<file path="config.mk">
export PLATFORM = sky130hd
export DESIGN_NAME = fifo_read_unpacker
export DESIGN_NICKNAME = d
export VERILOG_FILES = /design/src/rtl/fifo_buf_pkg.sv /design/src/rtl/unpack_lane_mux.sv /design/src/rtl/fifo_read_unpacker.sv
export SDC_FILE = /design/constraint.sdc
export NUM_CORES = 1
export LEC_CHECK = 0
export BUFFER_PORTS_ARGS = -buffer_cell sky130_fd_sc_hd__buf_2
export CAP_MARGIN = 20
export CORE_MARGIN = 5
export CORE_UTILIZATION = 25
export DETAILED_ROUTE_END_ITERATION = 12
export REMOVE_ABC_BUFFERS = 1
export SLEW_MARGIN = 20
export SYNTH_ARGS = -nofsm -noshare
export SYNTH_HDL_FRONTEND = slang
export SYNTH_SLANG_ARGS = --single-unit
</file>
<file path="constraint.sdc">
create_clock -name clk -period 1.6 [get_ports clk]
set_input_delay 0.08 -clock clk [delete_from_list [all_inputs] [get_ports clk]]
set_output_delay 0.08 -clock clk [all_outputs]
set_load 0.1 [all_outputs]
</file>
<file path="src/rtl/fifo_buf_pkg.sv">
// Shared types, defaults and lane selection for the parallel-read FIFO buffer.
// Lane order follows UNPACK_MSB_FIRST_EN: undefined emits LSB lane first, defined emits MSB lane first.
package fifo_buf_pkg;

    localparam int DEF_NUM_BIT  = 4;
    localparam int DEF_PAR_READ = 2;
    localparam int MAX_WORD_W   = 256;

    typedef logic [MAX_WORD_W-1:0] wide_word_t;

    typedef enum logic [1:0] {
        IDLE  = 2'd0,
        REQ   = 2'd1,
        WAIT  = 2'd2,
        DRAIN = 2'd3
    } state_t;

    // idx is the emission order; it is mapped to the physical lane position before shifting.
    function automatic wide_word_t lane_of(input wide_word_t  word,
                                           input int unsigned idx,
                                           input int unsigned num_bit,
                                           input int unsigned par_read);
        int unsigned phys;
        phys = 0;
        if (idx < par_read) begin
`ifdef UNPACK_MSB_FIRST_EN
            phys = par_read - 1 - idx;
`else
            phys = idx;
`endif
        end
        return word >> (phys * num_bit);
    endfunction

endpackage

</file>
<file path="src/rtl/unpack_lane_mux.sv">
// Combinational lane select: picks the lane of the held word addressed by the emission index.
module unpack_lane_mux
    import fifo_buf_pkg::*;
#(
    parameter int NUM_BIT  = DEF_NUM_BIT,
    parameter int PAR_READ = DEF_PAR_READ,
    parameter int LANE_W   = 1
) (
    input  logic [PAR_READ*NUM_BIT-1:0] word,
    input  logic [LANE_W-1:0]           lane_idx,
    output logic [NUM_BIT-1:0]          lane_data
);

    always_comb begin
        lane_data = NUM_BIT'(lane_of(wide_word_t'(word), 32'(lane_idx), NUM_BIT, PAR_READ));
    end

endmodule

</file>
<file path="src/rtl/fifo_read_unpacker.sv">
// Pops one PAR_READ*NUM_BIT word from the FIFO and streams it out as PAR_READ NUM_BIT lanes.
// Lane order is selected by UNPACK_MSB_FIRST_EN (see fifo_buf_pkg::lane_of).
module fifo_read_unpacker
    import fifo_buf_pkg::*;
#(
    parameter int NUM_BIT  = DEF_NUM_BIT,
    parameter int PAR_READ = DEF_PAR_READ,
    parameter int TIMEOUT  = 15
) (
    input  logic                        clk,
    input  logic                        rst,
    input  logic                        fifo_ready,
    input  logic                        fifo_valid,
    input  logic [PAR_READ*NUM_BIT-1:0] fifo_dout,
    output logic                        fifo_read_en,
    output logic [NUM_BIT-1:0]          out_data,
    output logic                        out_valid,
    input  logic                        out_ready,
    output logic                        busy,
    output logic                        rd_err
);

    localparam int LANE_W  = (PAR_READ > 1) ? $clog2(PAR_READ) : 1;
    localparam int TIMER_W = (TIMEOUT > 0) ? $clog2(TIMEOUT + 1) : 1;
    localparam int WORD_W  = PAR_READ * NUM_BIT;

    localparam logic [LANE_W-1:0]  LAST_LANE = LANE_W'(PAR_READ - 1);
    localparam logic [TIMER_W-1:0] TIMER_MAX = TIMER_W'(TIMEOUT);

    state_t              state_q, state_d;
    logic [TIMER_W-1:0]  timer_q, timer_d;
    logic [LANE_W-1:0]   lane_idx_q, lane_idx_d;
    logic [WORD_W-1:0]   word_q, word_d;
    logic                read_en_q, read_en_d;
    logic                out_valid_q, out_valid_d;
    logic                rd_err_q, rd_err_d;

    always_ff @(posedge clk) begin
        if (rst) begin
            state_q     <= IDLE;
            timer_q     <= '0;
            lane_idx_q  <= '0;
            word_q      <= '0;
            read_en_q   <= 1'b0;
            out_valid_q <= 1'b0;
            rd_err_q    <= 1'b0;
        end else begin
            state_q     <= state_d;
            timer_q     <= timer_d;
            lane_idx_q  <= lane_idx_d;
            word_q      <= word_d;
            read_en_q   <= read_en_d;
            out_valid_q <= out_valid_d;
            rd_err_q    <= rd_err_d;
        end
    end

    // Strobes are registered from the next state, so they line up with the state they belong to.
    always_comb begin
        state_d    = state_q;
        timer_d    = timer_q;
        lane_idx_d = lane_idx_q;
        word_d     = word_q;
        rd_err_d   = 1'b0;

        unique case (state_q)
            IDLE: begin
                if (fifo_ready) begin
                    state_d = REQ;
                end
            end
            REQ: begin
                timer_d = '0;
                state_d = WAIT;
            end
            WAIT: begin
                if (fifo_valid) begin
                    word_d     = fifo_dout;
                    lane_idx_d = '0;
                    state_d    = DRAIN;
                end else if (timer_q == TIMER_MAX) begin
                    rd_err_d = 1'b1;
                    state_d  = IDLE;
                end else begin
                    timer_d = timer_q + TIMER_W'(1);
                end
            end
            DRAIN: begin
                if (out_valid_q && out_ready) begin
                    if (lane_idx_q != LAST_LANE) begin
                        lane_idx_d = lane_idx_q + LANE_W'(1);
                    end else begin
                        lane_idx_d = '0;
                        state_d    = fifo_ready ? REQ : IDLE;
                    end
                end
            end
            default: state_d = IDLE;
        endcase

        read_en_d   = (state_d == REQ);
        out_valid_d = (state_d == DRAIN);
    end

    unpack_lane_mux #(
        .NUM_BIT  (NUM_BIT),
        .PAR_READ (PAR_READ),
        .LANE_W   (LANE_W)
    ) u_lane_mux (
        .word      (word_q),
        .lane_idx  (lane_idx_q),
        .lane_data (out_data)
    );

    assign fifo_read_en = read_en_q;
    assign out_valid    = out_valid_q;
    assign rd_err       = rd_err_q;
    assign busy         = (state_q != IDLE);

endmodule

</file>
# Word-level counts from Yosys, hierarchy flattened
# Index checks and enable logic that the tools add are counted.
[classes] addsub=2 n_mul=0 n_div=0 magnitude_cmp=0 n_eq_ne=10 shift=1 muxes=15 bitwise_logic=1 n_reduce_logical=9
[ops] operator="$mux W2" n=5
[ops] operator="$mux W4" n=2
[ops] operator="$ne A2 B2 Y1 const B" n=4
[ops] operator="$pmux W2 S4" n=1
[ops] operator="$pmux W4 S2" n=1
[ops] operator="$shr A8 B3 Y4" n=1
[ops] operator="$eq A2 B2 Y1 const B" n=3
[ops] operator="$reduce_and A3 Y1" n=2
[ops] operator="$reduce_bool A2 Y1" n=3
[ops] operator="$mux W1" n=5
[ops] operator="$add A4 B1 Y4 const B" n=1
[ops] operator="$eq A2 B1 Y1 const B" n=2
[ops] operator="$eq A4 B4 Y1 const B" n=1
[ops] operator="$reduce_or A3 Y1" n=1
[ops] operator="$logic_not A2 Y1" n=1
[ops] operator="$pmux W1 S2" n=1
[ops] operator="$reduce_and A2 Y1" n=1
[ops] operator="$add A1 B1 Y1 const B" n=1
[ops] operator="$logic_and A1 B1 Y1" n=1
[ops] operator="$not A1 Y1" n=1
[word_totals] register_bits=18 latchBits=0 ram_bits=0 romBits=0 inputBits=13 output_inout_bits=8 word_cells=45 mem_count=0

# Longest topological paths before layout
[logic_depth] depth_word=5 mapped_depth=5 mapped_depth_nobuf=4

# Cells and area by module
# A second synthesis with hierarchy kept.
[unflattened] cells_unflattened=89 hier_area_um2=799.5
[modules_own_cells] module="fifo_read_unpacker" instances=1 cells_per_inst=85 area_each_um2=754.5 seq_area_each_um2=360.3
[modules_own_cells] module="unpack_lane_mux" instances=1 cells_per_inst=4 area_each_um2=45.0 seq_area_each_um2=0.0

# Worst setup path before layout
# Ideal clock, no wire load.
[synth_path] path_kind="flip-flop to flip-flop" start="reg out_valid_q (netlist: out_valid)" end="reg out_valid_q (netlist: out_valid)" setup_ns=0.124 arrival_time_ns=1.429 required_time_ns=1.476 setup_slack_ns=0.048 path_stages_with_launch=4 path_buffers=0 synth_period_minus_slack_ns=1.552 cell_sequence="dfxtp_1 > and3_1 > a221oi_1 > nor2b_1"
[synth_via] elab_chain_cells=4
[synth_rtl] item="from (decl)" line_no="fifo_read_unpacker.sv:35" rtl="logic out_valid_q, out_valid_d;"
[synth_rtl] item="from (signal assigned)" line_no="fifo_read_unpacker.sv:53" rtl="out_valid_q <= out_valid_d;"
[synth_rtl] item="$logic_and A1 B1 Y1" line_no="fifo_read_unpacker.sv:89" rtl="if (out_valid_q && out_ready) begin"
[synth_rtl] item="$mux W2" line_no="fifo_read_unpacker.sv:89"
[synth_rtl] item="$pmux W2 S4" line_no="fifo_read_unpacker.sv:66" rtl="unique case (state_q)"
[synth_rtl] item="$eq A2 B2 Y1" line_no="fifo_read_unpacker.sv:102" rtl="out_valid_d = (state_d == DRAIN);"
# Every way passes these cells.
# A chain may end at the register's enable or synchronous reset.

# Worst setup path after layout
[layout_path] start="reg timer_q[0]" end="reg timer_q[1]"
[layout_via] elab_chain_cells=4 word_cells_on_any_way=7 cone_classes="1 x add/sub; 2 x eq/ne; 3 x mux; 1 x reduce/logical"
[layout_rtl] item="from (decl)" line_no="fifo_read_unpacker.sv:31" rtl="logic [TIMER_W-1:0] timer_q, timer_d;"
[layout_rtl] item="from (signal assigned)" line_no="fifo_read_unpacker.sv:49" rtl="timer_q <= timer_d;"
[layout_rtl] item="$add A4 B1 Y4" line_no="fifo_read_unpacker.sv:85" rtl="timer_d = timer_q + TIMER_W'(1);"
[layout_rtl] item="$mux W4" line_no="fifo_read_unpacker.sv:81" rtl="end else if (timer_q == TIMER_MAX) begin"
[layout_rtl] item="$mux W4" line_no="fifo_read_unpacker.sv:77" rtl="if (fifo_valid) begin"
[layout_rtl] item="$pmux W4 S2" line_no="fifo_read_unpacker.sv:66"
# Parallel ways exist; a longest one is shown, timed or not. The select of a mux whose other input is x is not followed.

==> summary.md <==
| Metric | Value |
|---|---|
| 1st-pass router iterations | `4` |
| Max Freq | `~670 MHz` |
| Syn_area_per_cell | `~9.7 um^2` |
| Syn Std Cell Area | `805.8 um^2` |
| Main synth FF type | `dfxtp_1` |
| Reg-to-Reg End | `timer_q[1]` |
| Reg2Reg Setup Slack | `~0.11 ns` |
| Die Area | `~0.0045 mm^2` |
| Worst path arrival time | `approximately 1.7 ns` |
| Post-Synth XOR/XNOR Area | `0%` |
| Crit path required time | `about 1.8 ns` |
| RR Startpoint | `timer_q[0]` |
| Die Width | `approximately 67 um` |
| First-pass GRT wire length | `2677 um` |
| Pwr per Cell Area | `between 900 and 1000 mW/mm^2` |
| Core ar. | `slightly above 0.003 mm^2` |
| Routed Antenna Nets | `0` |
| Final Hold Vio Count | `0` |
| Cts bufs inserted | `3` |
| Crit share post-route | `between 90% and 100%` |
| WL per Instance | `around 11 um` |
| Syn-to-layout area delta | `27.33%` |
| H-Tree Depth | `1` |
| Layout Cells excl Fill | `151` |
| Post-Synth Adder-Cell Area | `under 10%` |
| Post-route DRC | `0` |
| Post-synth EDFFs | `0` |
| Most common cell after layout, fill and taps aside | `buf_2` |
| CTS max path bufs | `2` |
| Rel. slew slack | `65.13%` |
| Outcome | `finished clean` |
| Final Instance Area | `about 0.0010 mm^2` |
| Slew @ Worst Pin | `between 0.5 and 0.6 ns` |
| Inserted Diodes | `0` |
| Root buf cell | `clkbuf_4` |
| Final WL | `between 1500 and 2000 um` |
| Final Power | `946.9 uW` |
| Total track usage | `~7.8%` |
| Layout cells sized above 1 | `about a third` |
| Worst Setup Path Type | `register to register` |
| Register bit total from synthesis | `18` |
| IO Port Bufs | `20` |
| Synth Area in Compound Gates | `between 10% and 20%` |
| Hold crit path type | `primary input to register` |
| Worst Setup SP | `timer_q[0]` |
| Pleak | `0.4784 nW` |
| Largest family of logic cells by synthesized area | `simple AND/OR/NAND/NOR gates` |
| CP Launch Type | `register` |
| Crit path max fanout | `6` |
| Final setup viols | `0` |
| Reg2Reg Depth | `4` |
| Clock-pin transition on the worst setup and hold timing paths | `0.11 ns` |
| Max-slew violation count | `0` |
| Clock skew | `about 0.0080 ns` |
| I/O Pins | `21` |
| Drt first-iter violations | `6` |
| Crit. End Element | `register` |
| Critical Path End | `timer_q[1]` |
| GRT overflow | `0` |
| Placed instance area | `965.9 um^2` |
| CTS tree | `yes` |
| Starting Density | `between 20% and 30%` |
| Clock sinks | `18` |
| Detail-routed via count per cell | `4.450` |
| Placed insts | `~150` |
| Final HPWL DP | `1232 um` |
| Proportion of synthesized area in mux cells | `15.53%` |
| Utilization after layout | `33.33%` |
| Seq/Total Area, Yosys | `between 40% and 50%` |
| Number of global-route vias before repair | `650` |
| Largest net degree at the start of global routing | `17` |
| Most frequent cells in the layout | `20 x buf_2, 17 x dfxtp_1, 9 x nor2_1` |
| RSZ-0062 raised after global routing | `false` |
| VDD IR-drop max | `0.3684 mV` |
| Yosys cell types | `33` |
| Synth warnings | `0` |
| Max-cap violation count | `0` |
| Post-CTS Setup Inserts | `0` |
| Post-synth ARST share | `0%` |
| RePlAce Congestion | `0.7951` |
| Cells after synthesis | `between 80 and 90` |
| Post-synthesis simple-gate area fraction | `22.98%` |
| Initial antenna violation count | `0` |
| Setup TNS Final | `0 ns` |
| Die Y | `approximately 67 um` |
| FP Rows | `20` |
| Via Count | `~670` |
| Min cycle time layout | `1.490 ns` |
| Fin nets | `about 120` |
| Clk_lat worst skew | `0.30 ns` |
## area by class of cell
| type | instances | area, um^2 |
|---|---|---|
| Fill cell | 321 | 2052 |
| Multi-Input combinational cell | 58 | 419.2 |
| Sequential cell | 18 | 361.6 |
| Timing Repair Buffer | 26 | 150.1 |
| Tap cell | 44 | 55.05 |
| Clock buffer | 4 | 36.28 |
| Inverter | 1 | 3.754 |
## sequential cells by signal, indices dropped and copies added (netlist names)
signal and count:
fifo_read_en 1, lane_idx_q 1, out_valid 1, rd_err 1, state_q 2, timer_q 4
word_q 8
## stage by stage
stage          worst slack (ns)  hold slack (ns)
2_1_floorplan           0.04758           0.1491
3_3_place_gp             0.1408           0.3128
3_5_place_dp            0.09682           0.3176
4_1_cts                 0.03270         0.003858
5_1_grt                 0.02865         0.006109
6_report                 0.1100          0.01832
## synthesized netlist by cell type (all sizes together), types with 2 or more instances
cell type | number | area (um^2)
a211oi | 2 | 15.01
a21oi | 3 | 15.01
and3 | 2 | 12.51
buf | 3 | 13.76
clkbuf | 3 | 11.26
dfxtp | 18 | 360.4
mux2 | 4 | 45.04
mux2i | 8 | 80.08
nor2 | 9 | 33.78
nor2b | 3 | 18.77
o211ai | 2 | 15.01
o21ai | 2 | 10.01
o31ai | 2 | 15.01
or3 | 3 | 18.77
or3b | 3 | 26.28
## worst min path at each step
stage            startpoint    endpoint  slack, ns  depth (start not counted)
2_1_floorplan           rst  lane_idx_q       0.15                          1
3_5_place_dp   fifo_dout[5]   word_q[5]       0.32                          3
3_3_place_gp   fifo_dout[1]   word_q[1]       0.31                          3
4_1_cts        fifo_dout[1]   word_q[1]      0.004                          3
6_report       fifo_dout[7]   word_q[7]       0.02                          3
5_1_grt        fifo_dout[7]   word_q[7]      0.006                          3
## layer usage
metal | global-route usage (%) | vias up | wire length, um
met5 | 0 | - | 0
met4 | 2.284 | 0 | 0
met3 | 3.879 | 0 | 134
met2 | 12.75 | 19 | 723
met1 | 8.878 | 308 | 734
li1 | - | 345 | -
## worst max-delay path: stages (launching register included)
cell and delay [ns]:
dfxtp_1 0.35, ha_1 0.23, and3_1 0.24, or3b_2 0.48, a21oi_1 0.13
## kinds of logic after synthesis
logic type / Yosys count
AO/OA/AOI/OAI: 14
adder cells (fa/ha/maj): 1
buffers and inverters: 7
flip-flops: 18
multiplexers: 12
AND/OR/NAND/NOR: 31
## repair_timing
action / CTS / global route
hold buffers: 1 / 1
hold endpoints to repair: 1 / 1
setup endpoints to repair: 0 / 7
gates resized for setup: 0 / 2
## where the power goes
group / leakage, nW / switching (mW) / internal (mW)
logic: 0.311 / 0.128 / 0.0635
registers: 0.146 / 0.0101 / 0.464
clock network: 0.0210 / 0.143 / 0.139
Note: power is estimated with default switching activity, not from simulation.
